## config.mk

```make
export PLATFORM = sky130hd
export DESIGN_NAME = adc_sample_stats
export DESIGN_NICKNAME = d
export VERILOG_FILES = /design/src/rtl/adc_stats_pkg.sv /design/src/rtl/adc_stats_chan.sv /design/src/rtl/adc_sample_stats.sv
export SDC_FILE = /design/constraint.sdc
export NUM_CORES = 1
export LEC_CHECK = 0
export CAP_MARGIN = 20
export CORE_MARGIN = 5
export CORE_UTILIZATION = 59
export CTS_BUF_LIST = sky130_fd_sc_hd__clkbuf_4 sky130_fd_sc_hd__clkbuf_8
export DETAILED_ROUTE_END_ITERATION = 6
export MAX_ROUTING_LAYER = met4
export PLACE_DENSITY = 0.83
export SYNTH_ARGS = -nofsm -noshare
export SYNTH_HDL_FRONTEND = slang
export SYNTH_SLANG_ARGS = --single-unit
```

## constraint.sdc

```tcl
create_clock -name clk -period 4.6 [get_ports clk]
set_input_delay 0.69 -clock clk [delete_from_list [all_inputs] [get_ports clk]]
set_output_delay 0.69 -clock clk [all_outputs]
set_load 0.01 [all_outputs]
```

## src/rtl/adc_stats_pkg.sv

```systemverilog
// Shared types, width helper and tracker seed values for the ADC statistics block.
package adc_stats_pkg;

  localparam int unsigned SAMPLE_BITS = 12;

  typedef logic [SAMPLE_BITS-1:0] sample_t;

  localparam sample_t MIN_SEED = '1;
  localparam sample_t MAX_SEED = '0;

  // Accumulator width that holds 2^avg_log2_max full-scale samples without overflow.
  function automatic int unsigned acc_w(input int unsigned adc_bits,
                                        input int unsigned avg_log2_max);
    return adc_bits + avg_log2_max;
  endfunction

endpackage

```

## src/rtl/adc_stats_chan.sv

```systemverilog
// Per-channel statistics: block accumulator, min/max trackers and sticky clip flag.
module adc_stats_chan
  import adc_stats_pkg::*;
#(
  parameter int unsigned ADC_BITS     = 12,
  parameter int unsigned AVG_LOG2_MAX = 6,
  parameter int unsigned NL_W         = 3
) (
  input  logic                clk,
  input  logic                reset_n,
  input  logic                stat_en,
  input  logic                clear,
  input  logic                last_avg,
  input  logic                last_peak,
  input  logic [NL_W-1:0]     n_sh,
  input  logic [ADC_BITS-1:0] s,
  output logic [ADC_BITS-1:0] avg,
  output logic [ADC_BITS-1:0] peak_min,
  output logic [ADC_BITS-1:0] peak_max,
  output logic                clip
);

  localparam int unsigned ACC_W = acc_w(ADC_BITS, AVG_LOG2_MAX);

  logic [ACC_W-1:0]    acc_q, acc_d, sum;
  logic [ADC_BITS-1:0] min_q, min_d, max_q, max_d, nmin, nmax;
  logic [ADC_BITS-1:0] avg_q, avg_d, pmin_q, pmin_d, pmax_q, pmax_d;
  logic                clip_q, clip_d;

  // Next-state for accumulator, trackers, result registers and clip flag.
  always_comb begin
    acc_d  = acc_q;
    min_d  = min_q;
    max_d  = max_q;
    avg_d  = avg_q;
    pmin_d = pmin_q;
    pmax_d = pmax_q;
    clip_d = clip_q;
    sum    = acc_q + ACC_W'(s);
    nmin   = (s < min_q) ? s : min_q;
    nmax   = (s > max_q) ? s : max_q;
    if (clear) begin
      acc_d  = '0;
      min_d  = '1;
      max_d  = '0;
      clip_d = 1'b0;
    end else if (stat_en) begin
      if (last_avg) begin
        avg_d = ADC_BITS'(sum >> n_sh);
        acc_d = '0;
      end else begin
        acc_d = sum;
      end
      if (last_peak) begin
        pmin_d = nmin;
        pmax_d = nmax;
        min_d  = '1;
        max_d  = '0;
      end else begin
        min_d = nmin;
        max_d = nmax;
      end
      if ((s == '0) || (s == '1)) clip_d = 1'b1;
    end
  end

  // State registers with synchronous active-low reset.
  always_ff @(posedge clk) begin
    if (!reset_n) begin
      acc_q  <= '0;
      min_q  <= '1;
      max_q  <= '0;
      avg_q  <= '0;
      pmin_q <= '0;
      pmax_q <= '0;
      clip_q <= 1'b0;
    end else begin
      acc_q  <= acc_d;
      min_q  <= min_d;
      max_q  <= max_d;
      avg_q  <= avg_d;
      pmin_q <= pmin_d;
      pmax_q <= pmax_d;
      clip_q <= clip_d;
    end
  end

  assign avg      = avg_q;
  assign peak_min = pmin_q;
  assign peak_max = pmax_q;
  assign clip     = clip_q;

endmodule

```

## src/rtl/adc_sample_stats.sv

```systemverilog
// ADC sample capture from toggle sync, with per-channel block averages and window peaks.
module adc_sample_stats
  import adc_stats_pkg::*;
#(
  parameter int unsigned NUM_CH       = 2,
  parameter int unsigned ADC_BITS     = 12,
  parameter int unsigned AVG_LOG2_MAX = 6,
  parameter int unsigned PEAK_WIN     = 96000
) (
  input  logic                                 clk,
  input  logic                                 reset_n,
  input  logic [NUM_CH*ADC_BITS-1:0]           din,
  input  logic                                 din_sync,
  input  logic [$clog2(AVG_LOG2_MAX+1)-1:0]    avg_log2,
  input  logic                                 clear,
  output logic [NUM_CH*ADC_BITS-1:0]           sample,
  output logic                                 sample_valid,
  output logic [NUM_CH*ADC_BITS-1:0]           avg,
  output logic                                 avg_valid,
  output logic [NUM_CH*ADC_BITS-1:0]           peak_min,
  output logic [NUM_CH*ADC_BITS-1:0]           peak_max,
  output logic                                 peak_valid,
  output logic [NUM_CH-1:0]                    clip
);

  localparam int unsigned NL_W  = $clog2(AVG_LOG2_MAX+1);
  localparam int unsigned CNT_W = AVG_LOG2_MAX + 1;
  localparam int unsigned PCW   = $clog2(PEAK_WIN);

  logic                       sync_q, sync_d, edge_det;
  logic [NUM_CH*ADC_BITS-1:0] sample_q, sample_d;
  logic                       sv_q, sv_d, av_q, av_d, pv_q, pv_d;
  logic [CNT_W-1:0]           cnt_q, cnt_d;
  logic [PCW-1:0]             pcnt_q, pcnt_d;
  logic [NL_W-1:0]            n_lat_q, n_lat_d, n_sat, n_eff;
  logic                       stat_en, last_avg, last_peak;

  // Edge detect, capture stage and shared window counters.
  always_comb begin
    edge_det  = din_sync ^ sync_q;
    sync_d    = din_sync;
    sample_d  = edge_det ? din : sample_q;
    sv_d      = edge_det;
    n_sat     = (avg_log2 > NL_W'(AVG_LOG2_MAX)) ? NL_W'(AVG_LOG2_MAX) : avg_log2;
    // A new window takes the live setting on its first sample; later samples use the latch.
    n_eff     = (cnt_q == '0) ? n_sat : n_lat_q;
    n_lat_d   = (cnt_q == '0) ? n_sat : n_lat_q;
    stat_en   = sv_q & ~clear;
    last_avg  = (cnt_q == ((CNT_W'(1) << n_eff) - CNT_W'(1)));
    last_peak = (pcnt_q == PCW'(PEAK_WIN - 1));
    av_d      = stat_en & last_avg;
    pv_d      = stat_en & last_peak;
    cnt_d     = cnt_q;
    pcnt_d    = pcnt_q;
    if (clear) begin
      cnt_d  = '0;
      pcnt_d = '0;
    end else if (stat_en) begin
      cnt_d  = last_avg  ? '0 : cnt_q + CNT_W'(1);
      pcnt_d = last_peak ? '0 : pcnt_q + PCW'(1);
    end
  end

  // Shared registers; sync follows din_sync during reset to avoid a false edge.
  always_ff @(posedge clk) begin
    if (!reset_n) begin
      sync_q   <= din_sync;
      sample_q <= '0;
      sv_q     <= 1'b0;
      av_q     <= 1'b0;
      pv_q     <= 1'b0;
      cnt_q    <= '0;
      pcnt_q   <= '0;
      n_lat_q  <= '0;
    end else begin
      sync_q   <= sync_d;
      sample_q <= sample_d;
      sv_q     <= sv_d;
      av_q     <= av_d;
      pv_q     <= pv_d;
      cnt_q    <= cnt_d;
      pcnt_q   <= pcnt_d;
      n_lat_q  <= n_lat_d;
    end
  end

  for (genvar k = 0; k < NUM_CH; k++) begin : g_chan
    adc_stats_chan #(
      .ADC_BITS    (ADC_BITS),
      .AVG_LOG2_MAX(AVG_LOG2_MAX),
      .NL_W        (NL_W)
    ) u_chan (
      .clk      (clk),
      .reset_n  (reset_n),
      .stat_en  (stat_en),
      .clear    (clear),
      .last_avg (last_avg),
      .last_peak(last_peak),
      .n_sh     (n_eff),
      .s        (sample_q[k*ADC_BITS +: ADC_BITS]),
      .avg      (avg[k*ADC_BITS +: ADC_BITS]),
      .peak_min (peak_min[k*ADC_BITS +: ADC_BITS]),
      .peak_max (peak_max[k*ADC_BITS +: ADC_BITS]),
      .clip     (clip[k])
    );
  end

  assign sample       = sample_q;
  assign sample_valid = sv_q;
  assign avg_valid    = av_q;
  assign peak_valid   = pv_q;

endmodule

```

* Word-level counts from Yosys, hierarchy flattened
Cells that the tools add are included.
** Word-level totals
- Memories :: 0
- Memory bits (read-only) :: 0
- Word-level logic and storage cells :: 69
- Register bits after elaboration :: 213
- Bits in writable memories :: 0
- Input port bits :: 31
- Latch bits :: 0
** Operators by class
- Eq/ne operators :: 4
- Order comparisons :: 5
- Shift-type cells :: 3
- Multiplexer cells :: 14
- Add/subtract/negate cells :: 5
- Bitwise gates (word level) :: 6
- Divide/modulo/power cells :: 0
- Multiply operators :: 0
- Reduce and logical (&&, ||, !) cells :: 10
** Operators by type and width (count)
- two-way mux 12 bit :: 8
- adder 18 x 12 -> 18 bit :: 2
- two-way mux 18 bit :: 2
- >> shifter 18 x 3 -> 12 bit :: 2
- == test 12 bit, second input constant :: 2
- > comparator 12 bit :: 2
- logical NOT 12 bit :: 2
- less-than comparator 12 bit :: 2
- adder 17 x 1 -> 17 bit, second input constant :: 1
- == test 17 bit, second input constant :: 1
- two-way mux 17 bit :: 1
- adder 7 x 1 -> 7 bit, second input constant :: 1
- == test 7 bit :: 1
- logical NOT 7 bit :: 1
- two-way mux 7 bit :: 1
- left shift 1 x 3 -> 7 bit, first input constant :: 1
- subtractor 7 x 1 -> 7 bit, second input constant :: 1
- two-way mux 3 bit :: 2
- AND reduction 3 bit :: 2
- AND reduction 2 bit :: 2
- bitwise AND 1 bit :: 3
- > comparator 3 bit, second input constant :: 1
- logical OR 1 bit :: 2
- inverter 1 bit :: 2
- 2 further kinds :: 2

* Logic depth before layout (Yosys ltp)
Gate-level depths: netlist of the first run.
- Depth in word-level cells :: 7
- Gate-level depth with buffers :: 21
- Mapped depth without buffers :: 15

* By module
Synthesis of the first run repeated with hierarchy kept, for this count alone.
** Unflattened totals
- Cell total of the unflattened synthesis :: 1531
- Area, all modules :: 12614.6 um^2
** By module, submodules not included
- adc_stats_chan :: cells an instance 612, instances 2, area an instance 5026.1 um^2, seq. area each 1581.5 um^2
- adc_sample_stats :: cells an instance 307, instances 1, area an instance 2562.5 um^2, seq. area each 1101.1 um^2

* Least setup slack after synthesis of the first run
Ideal clock, no wire load.
- Kind :: flip-flop to flip-flop
- Start :: reg cnt_q[2]
- End :: reg g_chan[0].u_chan.avg_q[9]
- Stages on the path, launching flop included :: 21
- Arrival time :: 3.642 ns
- Slack :: 0.834 ns
- Period minus slack after synthesis :: 3.766 ns
- Setup time :: 0.124 ns
- Required time :: 4.476 ns
- Path through :: dfxtp_1 -> buf_6 -> or4_1 -> buf_2 -> o21ai_1 -> and2_1 -> clkbuf_1 -> clkbuf_1 -> nand2_1 -> ha_1 -> xor2_1 -> inv_1 -> nor3_1 -> a32o_1 -> o211a_1 -> buf_6 -> and3_1 -> buf_2 -> buf_2 -> nand3b_1 -> o41ai_1
** Between the ends
- Word-level cells in the longest chain between the ends :: 6
- Elaborated cells on any way between the ends :: 7
** RTL lines
- start: declaration :: line adc_sample_stats.sv:33 : logic [CNT_W-1:0] cnt_q, cnt_d;
- start signal: assignment :: line adc_sample_stats.sv:81 : cnt_q <= cnt_d;
- logical NOT 7 bit :: line adc_sample_stats.sv:46 : n_eff = (cnt_q == '0) ? n_sat : n_lat_q;
- two-way mux 3 bit
- left shift 1 x 3 -> 7 bit :: line adc_sample_stats.sv:49 : last_avg = (cnt_q == ((CNT_W'(1) << n_eff) - CNT_W'(1)));
- subtractor 7 x 1 -> 7 bit :: line adc_sample_stats.sv:49
- == test 7 bit :: line adc_sample_stats.sv:49
- AND reduction 3 bit (no source line)
- end signal: assignment :: line adc_stats_chan.sv:81 : avg_q <= avg_d;
- end: declaration :: line adc_stats_chan.sv:27 : logic [ADC_BITS-1:0] avg_q, avg_d, pmin_q, pmin_d, pmax_q, pmax_d;
Several ways; a longest one is shown, not always the timed one.
A chain may end at the register's enable or synchronous reset.

* Worst setup path after layout of the first run
- Start :: reg cnt_q[2]
- End :: reg g_chan[1].u_chan.avg_q[9]
** Between the ends
- Word-level cells in the longest chain between the ends :: 6
- Elaborated cells on any way between the ends :: 7
** RTL lines (line)
- logical NOT 7 bit :: adc_sample_stats.sv:46
- two-way mux 3 bit
- left shift 1 x 3 -> 7 bit :: adc_sample_stats.sv:49
- subtractor 7 x 1 -> 7 bit :: adc_sample_stats.sv:49
- == test 7 bit :: adc_sample_stats.sv:49
- AND reduction 3 bit (no source line)
- end signal: assignment :: adc_stats_chan.sv:81
- end: declaration :: adc_stats_chan.sv:27
Several ways; a longest one is shown, not always the timed one.

==> results of run 1 <==
==> cell usage after synthesis (all sizes together), types with 11 or more instances <==
| cell | instances | area (um^2) |
|---|---|---|
| a2111oi | 16 | 141.4 |
| a211oi | 26 | 195.2 |
| a21o | 25 | 195.2 |
| a21oi | 123 | 615.6 |
| a221o | 27 | 271.5 |
| a22oi | 11 | 82.58 |
| a31oi | 25 | 156.4 |
| a32o | 25 | 250.2 |
| and3 | 14 | 88.84 |
| buf | 22 | 151.4 |
| clkbuf | 95 | 397.9 |
| dfxtp | 213 | 4264 |
| ha | 74 | 925.9 |
| inv | 67 | 251.5 |
| mux2i | 46 | 460.4 |
| nand2 | 166 | 623.1 |
| nand3 | 55 | 275.3 |
| nand4 | 22 | 137.6 |
| nor2 | 93 | 356.6 |
| nor2b | 11 | 68.82 |
| nor3 | 39 | 195.2 |
| nor4 | 34 | 227.7 |
| o21a | 12 | 90.09 |
| o21ai | 102 | 510.5 |
| or3 | 17 | 107.6 |
| xnor2 | 27 | 236.5 |
| xor2 | 21 | 191.4 |
==> final timing paths <==
path                               end                      start  slack [ns]  cells past startpoint
max reg2reg    g_chan[1].u_chan.avg[9]                   cnt_q[2]        0.55                     13
max            g_chan[1].u_chan.avg[9]                   cnt_q[2]        0.55                     13
min reg2reg  g_chan[0].u_chan.acc_q[6]  g_chan[0].u_chan.acc_q[6]        0.46                      2
min          g_chan[0].u_chan.acc_q[6]  g_chan[0].u_chan.acc_q[6]        0.46                      2
==> cells by family (layout without fill, tap and decap cells) <==
kind of cell | Yosys count | count (layout) | share of synthesized area
AO/OA/AOI/OAI | 486 | 486 | 0.2616
XOR/XNOR | 48 | 48 | 0.03381
adder cells (fa/ha/maj) | 76 | 76 | 0.07632
buffers and inverters | 184 | 299 | 0.06327
flip-flops | 213 | 213 | 0.3369
multiplexers | 51 | 51 | 0.04083
AND/OR/NAND/NOR | 490 | 490 | 0.1872
==> final cells by class <==
cell class,count,area [um^2]
Clock buffer,55,706.9
Clock inverter,5,52.55
Fill cell,1666,6191
Inverter,67,251.5
Multi-Input combinational cell,1151,7649
Sequential cell,213,4264
Tap cell,275,344.1
Timing Repair Buffer,172,1629
==> where the power goes <==
group / leakage [nW] / internal [mW] / switching (mW)
registers: 1.72 / 1.88 / 0.0599
clock network: 0.401 / 1.03 / 0.766
logic: 3.84 / 0.270 / 0.415
==> flip-flops by register name, indices dropped and copies added, names as in the netlist, 2 cells and up <==
name,flops
g_chan.u_chan.avg,24
g_chan.u_chan.peak_min,24
g_chan.u_chan.clip,2
cnt_q,7
sample,24
pcnt_q,17
g_chan.u_chan.peak_max,24
g_chan.u_chan.min_q,24
n_lat_q,3
g_chan.u_chan.max_q,24
g_chan.u_chan.acc_q,36
==> per-layer routing <==
layer,vias to the layer above,wire [um],track usage
met5,-,0,-
met2,625,18110,0.5004
met4,0,1447,0.1405
met3,132,3166,0.06056
met1,6026,15460,0.3711
li1,5938,-,-
==> worst register-to-register path: cells and delay by family (launching register included) <==
family | cells | cell delay [ns]
xor+xnor | 1 | 0.18
flops | 1 | 0.40
compound gates | 4 | 1.35
buf+inv | 1 | 0.06
fa+ha+maj | 1 | 0.30
simple gates | 6 | 1.64
==> metrics by stage <==
step,worst slack (ns),hold slack [ns],instances
5_1_grt,0.3647,0.4797,1938
6_report,0.5508,0.4590,1938
2_1_floorplan,0.8339,0.4356,1548
3_3_place_gp,0.6848,0.4424,1876
3_5_place_dp,0.5109,0.4501,1877
4_1_cts,0.6699,0.4581,1937
==> reports/qor.txt, run 1 <==
outcome: completed
Clock Skew: 0.03034 ns
Die Span Y: 156.5 um
fin util: 0.7064
crit-path most repeated cell: nand2_1
Seq/Total Area, Yosys: 0.3369
drt wl/cell: 19.70 um
Distinct cells, synth: 87
asr flop ratio synth: 0
worst-margin pin slew: 0.9356 ns
Die W: 156.5 um
Leak Pwr: 5.964 nW
GRT Util Overall: 0.3084
slowest CP cell: nor4_4
Max Slew Vio Count: 0
highest-count cells in the layout ignoring fill and taps: 213 x dfxtp_1, 166 x nand2_1, 130 x clkdlybuf4s50_1
worst path bufs/invs: 1
Layout area overhead: 17.71%
Synth Register Bits: 213
initial drt markers: 1301
CORE AREA: 21090 um^2
Power Total: 4.420 mW
worst-case clock buffer depth: 3
Vias: 12.72k
vias in the first global route: 12.17k
post-synth net total: 1655
Final min period: 4.049 ns
Setup-failing EPs final: 0
Fin. Hold Viols: 0
critical path class: reg -> reg
Avg Vias per Cell: 6.564
Synth Warn #: 0
Hold Path Class: reg -> reg
CTS Hold Bufs: 0
Post-DP Area: 14120 um^2
most common flop cell mapped by yosys: dfxtp_1
CTS tree: built
slowest stage delay, CP: 0.56 ns
WP data arrival: 4.45 ns
number of CTS-inserted buffers: 38
H-tree levels: 2
antenna violations before repair: 0
first-pass iteration count of the detailed router: 6
maxcap violations: 0
Post-DP HPWL: 25710 um
worst skew pair latency: 0.54 ns
post-route setup TNS: 0 ns
Worst Setup End Kind: flip-flop
GPL Wtd Cong: 0.9484
Avg Cell Area, Syn: 8.176 um^2
Worst Path Max Fanout: 10
Root Buffer: clkbuf_8
VDD IR-drop max: 0.1926 mV
TritonCTS Sinks: 213
post-detailed-route DRC marker count: 0
crit path cell chain: nor4_4 > nand2_1 > o31ai_1 > nand2_1 > ha_1 > xor2_1 > inv_1 > nor3_1 > a32o_1 > o211a_1 > and2_1 > nand2_1 > o41ai_1
largest net degree at the start of global routing: 76
Power Density: 296.7 nW/um^2
Post-Syn Area: 12660 um^2
Ant. Diodes: 0
final WL: 38180 um
clock transition at the registers of the reported paths: 0.05 ns
cts repair resizes: 0
port bufs: 131
Starting Density: 0.6002
Rows: 53
crit start category: flip-flop
relative slew slack: 0.3763
die area: 24480 um^2
setup bufs post-CTS: 0
Max Clk Rate: 0.2470 GHz
most common library cell in the layout ignoring fill and taps: dfxtp_1
share of cells above drive strength 1: 0.08178
Layout Nets: 1750
I/O pin count: 132
Tcrit/Tclk final: 0.8803
total gr overflow: 0
Critical Path RT: 5.00 ns
final instance area: 14900 um^2
first-pass GRT wire length: 60980 um
setup repair after global routing missed its margin: false
ANT nets after route: 0
cell family with most CP delay: simple AND/OR/NAND/NOR gates
Cells after Synth: 1548
Post-synth EDFFs: 0
Power figures use the tool's default switching activity.
==> inputs of run 2 (changes only) <==
Settings changed: ABC_CLOCK_PERIOD_IN_PS set to 4600.
==> results of run 2 <==
Same layout as run 1: the final DEF is identical, and so are final timing and power.
